### config.mk
export PLATFORM = sky130hd
export DESIGN_NAME = uart_rx_flat
export DESIGN_NICKNAME = d
export VERILOG_FILES = /design/src/rtl/uart_rx_pkg.sv /design/src/rtl/uart_rx_if.sv /design/src/rtl/uart_rx_sync_2ff.sv /design/src/rtl/uart_rx.sv /design/src/flat_wrapper.sv
export SDC_FILE = /design/constraint.sdc
export NUM_CORES = 1
export LEC_CHECK = 0
export ABC_AREA = 1
export BUFFER_PORTS_ARGS = -buffer_cell sky130_fd_sc_hd__buf_2
export CAP_MARGIN = 10
export CORE_ASPECT_RATIO = 1.25
export CORE_MARGIN = 8
export CORE_UTILIZATION = 45
export DETAILED_ROUTE_END_ITERATION = 12
export PLACE_DENSITY = 0.64
export SLEW_MARGIN = 40
export SYNTH_ARGS = -nofsm -noshare
export SYNTH_HDL_FRONTEND = slang
export SYNTH_HIERARCHICAL = 1
export SYNTH_SLANG_ARGS = --single-unit
export TNS_END_PERCENT = 20
### constraint.sdc
create_clock -name clk -period 1.8 [get_ports clk]
set_input_delay 0.45 -clock clk [delete_from_list [all_inputs] [get_ports clk]]
set_output_delay 0.45 -clock clk [all_outputs]
set_load 0.05 [all_outputs]
### src/rtl/uart_rx_pkg.sv
// Shared definitions for the UART receive engine.
// Contents: oversample/tick constants, receiver state encoding, status flag payload.
package uart_rx_pkg;

  localparam int unsigned OVERSAMPLE = 16;
  localparam int unsigned TICK_W     = 4;
  localparam int unsigned MID_TICK   = 7;
  localparam int unsigned LAST_TICK  = 15;
  localparam int unsigned BIT_CNT_W  = 4;

  typedef enum logic [2:0] {
    IDLE     = 3'd0,
    START    = 3'd1,
    DATA     = 3'd2,
    PARITY   = 3'd3,
    STOP     = 3'd4,
    BRK_WAIT = 3'd5
  } rx_state_e;

  // Error flags travelling with each received byte
  typedef struct packed {
    logic frame_err;
    logic parity_err;
  } rx_flags_t;

endpackage

### src/rtl/uart_rx_if.sv
// Consumer-side bus of the UART receiver.
// master: receiver drives rx_data/rx_valid/flags/rx_overrun/rx_busy, samples rx_ready.
// slave : consumer samples the byte and status, drives rx_ready.
interface uart_rx_if #(
  parameter int unsigned DATA_BITS = 8
) ();

  logic [DATA_BITS-1:0] rx_data;
  logic                 rx_valid;
  logic                 rx_ready;
  logic                 rx_frame_err;
  logic                 rx_parity_err;
  logic                 rx_overrun;
  logic                 rx_busy;

  modport master (
    output rx_data, rx_valid, rx_frame_err, rx_parity_err, rx_overrun, rx_busy,
    input  rx_ready
  );

  modport slave (
    input  rx_data, rx_valid, rx_frame_err, rx_parity_err, rx_overrun, rx_busy,
    output rx_ready
  );

endinterface

### src/rtl/uart_rx_sync_2ff.sv
// Two-flop synchroniser for asynchronous inputs; resets to 1 (idle-high lines).
// Ports: clk, rstb (sync, active-high), d (async in), q (synchronised out).
module uart_rx_sync_2ff (
  input  logic clk,
  input  logic rstb,
  input  logic d,
  output logic q
);

  logic meta;

  always_ff @(posedge clk) begin
    if (rstb) begin
      meta <= 1'b1;
      q    <= 1'b1;
    end else begin
      meta <= d;
      q    <= meta;
    end
  end

endmodule

### src/rtl/uart_rx.sv
// UART receive engine: 16x oversampled, LSB-first, optional parity, one-byte
// output register with valid/ready handshake and sticky overrun.
// Ports: clk, rstb (sync, active-high), rx_clk_en (16x baud tick),
//        rxd (async serial in, idle high), bus (uart_rx_if.master).
module uart_rx
  import uart_rx_pkg::*;
#(
  parameter int unsigned DATA_BITS  = 8,
  parameter int unsigned PARITY_EN  = 0,
  parameter int unsigned PARITY_ODD = 0
) (
  input  logic     clk,
  input  logic     rstb,
  input  logic     rx_clk_en,
  input  logic     rxd,
  uart_rx_if.master bus
);

  logic                 rxd_s;
  rx_state_e            state_q, state_d;
  logic [TICK_W-1:0]    tick_q, tick_d;
  logic [BIT_CNT_W-1:0] bit_q, bit_d;
  logic [DATA_BITS-1:0] shift_q, shift_d;
  logic                 perr_q, perr_d;
  logic                 busy_q;
  logic                 load_c;
  logic                 ferr_c;

  logic [DATA_BITS-1:0] data_q;
  logic                 valid_q;
  rx_flags_t            flags_q;
  logic                 ovr_q;
  logic                 xfer_c;

  uart_rx_sync_2ff u_sync (
    .clk  (clk),
    .rstb (rstb),
    .d    (rxd),
    .q    (rxd_s)
  );

  // Frame FSM state, counters and shift register
  always_ff @(posedge clk) begin
    if (rstb) begin
      state_q <= IDLE;
      tick_q  <= '0;
      bit_q   <= '0;
      shift_q <= '0;
      perr_q  <= 1'b0;
      busy_q  <= 1'b0;
    end else begin
      state_q <= state_d;
      tick_q  <= tick_d;
      bit_q   <= bit_d;
      shift_q <= shift_d;
      perr_q  <= perr_d;
      busy_q  <= (state_d != IDLE);
    end
  end

  // Next-state logic; everything advances only on oversample ticks
  always_comb begin
    state_d = state_q;
    tick_d  = tick_q;
    bit_d   = bit_q;
    shift_d = shift_q;
    perr_d  = perr_q;
    load_c  = 1'b0;
    ferr_c  = 1'b0;
    if (rx_clk_en) begin
      tick_d = tick_q + TICK_W'(1);
      unique case (state_q)
        IDLE: begin
          tick_d = '0;
          if (!rxd_s) state_d = START;
        end
        START: begin
          if (tick_q == TICK_W'(MID_TICK)) begin
            tick_d  = '0;
            bit_d   = '0;
            perr_d  = 1'b0;
            state_d = rxd_s ? IDLE : DATA;
          end
        end
        DATA: begin
          if (tick_q == TICK_W'(LAST_TICK)) begin
            // Line is LSB first: shift in from the top
            shift_d = {rxd_s, shift_q[DATA_BITS-1:1]};
            bit_d   = bit_q + BIT_CNT_W'(1);
            if (bit_q == BIT_CNT_W'(DATA_BITS - 1)) begin
              state_d = (PARITY_EN != 0) ? PARITY : STOP;
            end
          end
        end
        PARITY: begin
          if (tick_q == TICK_W'(LAST_TICK)) begin
            perr_d  = ((^shift_q) ^ rxd_s) != (PARITY_ODD != 0);
            state_d = STOP;
          end
        end
        STOP: begin
          if (tick_q == TICK_W'(LAST_TICK)) begin
            load_c  = 1'b1;
            ferr_c  = !rxd_s;
            state_d = rxd_s ? IDLE : BRK_WAIT;
          end
        end
        BRK_WAIT: begin
          // Hold off new starts until the line returns high after a break
          if (rxd_s) state_d = IDLE;
        end
        default: state_d = IDLE;
      endcase
    end
  end

  assign xfer_c = valid_q && bus.rx_ready;

  // Output holding register with handshake and sticky overrun
  always_ff @(posedge clk) begin
    if (rstb) begin
      data_q  <= '0;
      valid_q <= 1'b0;
      flags_q <= '0;
      ovr_q   <= 1'b0;
    end else begin
      if (load_c && (!valid_q || bus.rx_ready)) begin
        data_q             <= shift_q;
        valid_q            <= 1'b1;
        flags_q.frame_err  <= ferr_c;
        flags_q.parity_err <= (PARITY_EN != 0) && perr_q;
      end else if (xfer_c) begin
        valid_q <= 1'b0;
      end
      if (xfer_c) begin
        ovr_q <= 1'b0;
      end else if (load_c && valid_q) begin
        ovr_q <= 1'b1;
      end
    end
  end

  assign bus.rx_data       = data_q;
  assign bus.rx_valid      = valid_q;
  assign bus.rx_frame_err  = flags_q.frame_err;
  assign bus.rx_parity_err = flags_q.parity_err;
  assign bus.rx_overrun    = ovr_q;
  assign bus.rx_busy       = busy_q;

endmodule

### src/flat_wrapper.sv
// flat-port wrapper written by rule: the top's interface ports become plain ports
module uart_rx_flat import uart_rx_pkg::*;
#(
  parameter int unsigned DATA_BITS  = 8,
  parameter int unsigned PARITY_EN  = 0,
  parameter int unsigned PARITY_ODD = 0
)
  (clk, rstb, rx_clk_en, rxd, bus_rx_data, bus_rx_valid, bus_rx_frame_err, bus_rx_parity_err, bus_rx_overrun, bus_rx_busy, bus_rx_ready);
  uart_rx_if #(.DATA_BITS(DATA_BITS)) bus_i ();
  input  logic clk;
  input  logic rstb;
  input  logic rx_clk_en;
  input  logic rxd;
  output wire logic [$bits(bus_i.rx_data)-1:0] bus_rx_data;
  output wire logic [$bits(bus_i.rx_valid)-1:0] bus_rx_valid;
  output wire logic [$bits(bus_i.rx_frame_err)-1:0] bus_rx_frame_err;
  output wire logic [$bits(bus_i.rx_parity_err)-1:0] bus_rx_parity_err;
  output wire logic [$bits(bus_i.rx_overrun)-1:0] bus_rx_overrun;
  output wire logic [$bits(bus_i.rx_busy)-1:0] bus_rx_busy;
  input wire logic [$bits(bus_i.rx_ready)-1:0] bus_rx_ready;
  assign bus_rx_data = bus_i.rx_data;
  assign bus_rx_valid = bus_i.rx_valid;
  assign bus_rx_frame_err = bus_i.rx_frame_err;
  assign bus_rx_parity_err = bus_i.rx_parity_err;
  assign bus_rx_overrun = bus_i.rx_overrun;
  assign bus_rx_busy = bus_i.rx_busy;
  assign bus_i.rx_ready = bus_rx_ready;
  uart_rx #(.DATA_BITS(DATA_BITS), .PARITY_EN(PARITY_EN), .PARITY_ODD(PARITY_ODD)) u_core (.clk(clk), .rstb(rstb), .rx_clk_en(rx_clk_en), .rxd(rxd), .bus(bus_i));
endmodule
==> summary.md <==
| Metric | Value |
|---|---|
| Status | `finished, final reports clean` |
| Post-Syn Nets | `213` |
| Number of global-route vias before repair | `1,077` |
| Synth Area in Compound Gates | `13.9%` |
| CTS tree | `yes` |
| VDD IR-drop max | `between 400 and 500 uV` |
| DR vias | `between 1k and 1.5k` |
| Total grt overflow | `0` |
| # IOs | `18` |
| Pre-CTS WS | `0.141 ns` |
| Setup WS post-layout | `a little over 0.2 ns` |
| Core area | `roughly 0.0031 mm^2` |
| # rows | `23` |
| Post-Synth Simple-Gate Area | `28.6%` |
| Max stage delay on crit path | `roughly 0.37 ns` |
| Via-to-Cell Ratio | `a little under 5` |
| Multiplexer area fraction after synthesis | `0%` |
| Die H | `a little under 80 um` |
| Clock Sinks | `33` |
| DP HPWL | `between 2000 and 2500 um` |
| Flop and latch count out of synthesis | `33` |
| FILL cells | `315` |
| Initial DRT Pass Iterations | `4` |
| Initial antenna violation count | `0` |
| HP Start | `bus_rx_ready` |
| Overall Power | `roughly 1.4 mW` |
| Final Routed Wirelength | `between 2000 and 3000 um` |
| Post-Syn Instances | `206` |
| Starting density of the core | `between 40% and 50%` |
| CTS H-tree depth | `2` |
| Clock Tree Buf Depth | `2` |
| Post-route ant nets | `0` |
| Avg Cell Area, Syn | `just over 7 um^2` |
| Critical path's slowest cell | `dfxtp_1` |
| Largest family of logic cells by synthesized area | `simple AND/OR/NAND/NOR gates` |
| CP Capture Type | `flop` |
| Hold Slack | `0.353 ns` |
| Fin nets | `between 200 and 250` |
| # diodes | `0` |
| Setup TNS | `0 ns` |
| R2r setup slk | `0.20 ns` |
| First-pass GRT wire length | `4690 um` |
| Final Skew | `0.00504 ns` |
| Number of DRC markers in iteration 0 | `between 50 and 60` |
| Critical path arrival | `1.76 ns` |
| Synth Area in Adders | `1.73%` |
| CP Max Fanout | `18` |
| Syn-to-layout area delta | `15.2%` |
| Share of layout cells above drive strength 1 | `approximately 16%` |
| Worst reg-to-reg path cell count | `6` |
| Synthesized-area fraction occupied by xor and xnor cells | `less than 1%` |
| Warning count from the yosys run | `6` |
| Pwr Density | `roughly 830 mW/mm^2` |
| Worst hold stages | `2` |
| Synth unique cells | `25` |
| Total die area | `between 0.005 and 0.006 mm^2` |
| Leakage power figure | `~0.75 nW` |
| Cts bufs inserted | `5` |
| Hold endpoint | `u_core/bus.rx_overrun$_SDFFE_PP0P_` |
| GRT Resource Usage Total | `about 11%` |
| Crit path buf inv count | `0` |
| Cts hold-fix bufs | `0` |
| DRC violation count after routing | `0` |
| RSZ-0062 raised after global routing | `yes` |
| Synthesized area | `between 0.001 and 0.0015 mm^2` |
| Hold Vio Cnt, Final | `0` |
| Fin crit period | `between 1.5 and 2 ns` |
| Crit start category | `flop` |
| Clock transition at path regs | `around 0.06 ns` |
| Post-synthesis sequential area ratio | `a little under half` |
| Setup CP Type | `flop to flop` |
| Worst R2R End | `u_core/bus.rx_data[7]$_SDFFE_PP0P_` |
| CP required | `slightly below 2 ns` |
| Worst reg2reg path startpoint | `u_core/tick_q[1]$_SDFFE_PP0P_` |
| Crit-path cells | `ha_1 -> nand3_1 -> nor2_1 -> nand3_2 -> o21ai_0 -> a21oi_1` |
| Clk_lat worst skew | `between 0.2 and 0.3 ns` |
| Gpl congestion | `~0.83` |
| Root buf cell | `clkbuf_8` |
| Fmax | `627 MHz` |
| Max cap viols | `0` |
| Largest net degree at the start of global routing | `22` |
| Final Cycle Share | `88.7%` |
| CP top delay family | `simple AND/OR/NAND/NOR gates` |
| Drt wl/cell | `about 10 um` |
| Port buffer count | `16` |
| Chip width | `approximately 67 um` |
| Number of setup violations in the final report | `0` |
| Type of the tightest min-delay check | `primary input to flop` |
| Resized cells post-CTS | `0` |
| Final Max Tran Viols | `0` |
-- metrics by stage --
step                      instances  utilization, %  cell area, um^2
after floorplan                 206               -             1450
after CTS                       264            53.3             1670
after global routing            264            53.3             1670
after global placement          256            50.0             1570
final                           264            53.3             1670
after detailed placement        256            50.0             1570
-- sequential cells by signal, summed over array words and instances, names as in the netlist, 3 cells and up --
register,cells
u_core/tick_q,4
u_core/shift_q,8
u_core/bit_q,4
u_core/state_q,3
u_core/bus.rx_data,8
-- layer usage --
layer | vias to the layer above | GRT usage (%) | wire (um)
met5 | - | 0 | 0
met4 | 0 | 5.78 | 48
met3 | 5 | 4.63 | 211
met2 | 28 | 16.8 | 1200
met1 | 550 | 12.9 | 1280
li1 | 695 | - | -
-- cell usage after synthesis --
cell	number	area, um^2
dfxtp_1	33	661
buf_2	3	15.0
nand3_2	1	10.0
nor3_4	1	16.3
nor3_1	4	20.0
inv_2	4	15.0
nand2_1	36	135
inv_1	24	90.1
o21ai_0	17	85.1
buf_4	1	7.51
a31oi_1	1	6.26
nor4_1	1	6.26
nor3_2	1	10.0
nand3_1	13	65.1
nand4_1	1	6.26
clkbuf_1	2	7.51
xor2_1	1	8.76
nand2_2	1	6.26
or2_0	1	6.26
conb_1	1	3.75
or2_2	1	6.26
ha_1	2	25.0
o21ai_1	4	20.0
a21oi_1	18	90.1
nor2_1	34	128
-- final cells by class --
cell class              count  area, um^2  share of cell area, %
well taps                  37        46.3                   2.77
clock inverters             1        5.00                  0.300
multi-input cells         139         654                   39.2
inverters                  28         105                   6.29
flip-flops and latches     33         661                   39.6
clock buffers               7        96.3                   5.77
repair buffers             19         103                   6.14
-- how the worst max path moves through the flow --
stage / to / from / slack [ns] / cells past startpoint
finish: u_core/bus.rx_data[7]$_SDFFE_PP0P_ / u_core/tick_q[1]$_SDFFE_PP0P_ / 0.20 / 6
CTS: u_core/bus.rx_data[7]$_SDFFE_PP0P_ / u_core/tick_q[1]$_SDFFE_PP0P_ / 0.20 / 6
detailed placement: u_core/bus.rx_data[7]$_SDFFE_PP0P_ / rx_clk_en / 0.14 / 6
global route: u_core/bus.rx_data[1]$_SDFFE_PP0P_ / u_core/tick_q[1]$_SDFFE_PP0P_ / -0.04 / 6
global placement: u_core/bus.rx_data[4]$_SDFFE_PP0P_ / rx_clk_en / 0.15 / 6
floorplan: u_core/bus.rx_data[6]$_SDFFE_PP0P_ / u_core/bus.rx_valid$_SDFFE_PP0P_ / 0.24 / 6
-- cells in the final DEF, fill, tap and decap left out, types with 2 or more instances in the layout --
cell type and count:
ha_1 2, buf_4 3, a21oi_1 18, dfxtp_1 33
nand2_1 36, clkbuf_8 7, nor3_1 4, nand3_1 13
nor2_1 34, inv_2 4, o21ai_1 4, buf_2 16
inv_1 24, o21ai_0 17
-- repair_timing --
action,4_1_cts,5_1_grt
setup endpoints to repair,0,4
setup buffers,0,0
hold endpoints to repair,0,0
-- logic make-up (layout without fill, tap and decap cells) --
logic type,count (synthesis),in the layout
simple gates,95,95
flops,33,33
fa+ha+maj,2,2
buf+inv,34,55
compound gates,40,40
other cells,1,1
xor+xnor,1,1
-- report_power, final --
part | total (mW) | internal (mW) | switching (mW)
logic | 0.0589 | 0.0175 | 0.0414
clock network | 0.592 | 0.345 | 0.247
registers | 0.741 | 0.736 | 0.00508
total | 1.39 | 1.10 | 0.294
(Power assumes the default switching activity.)
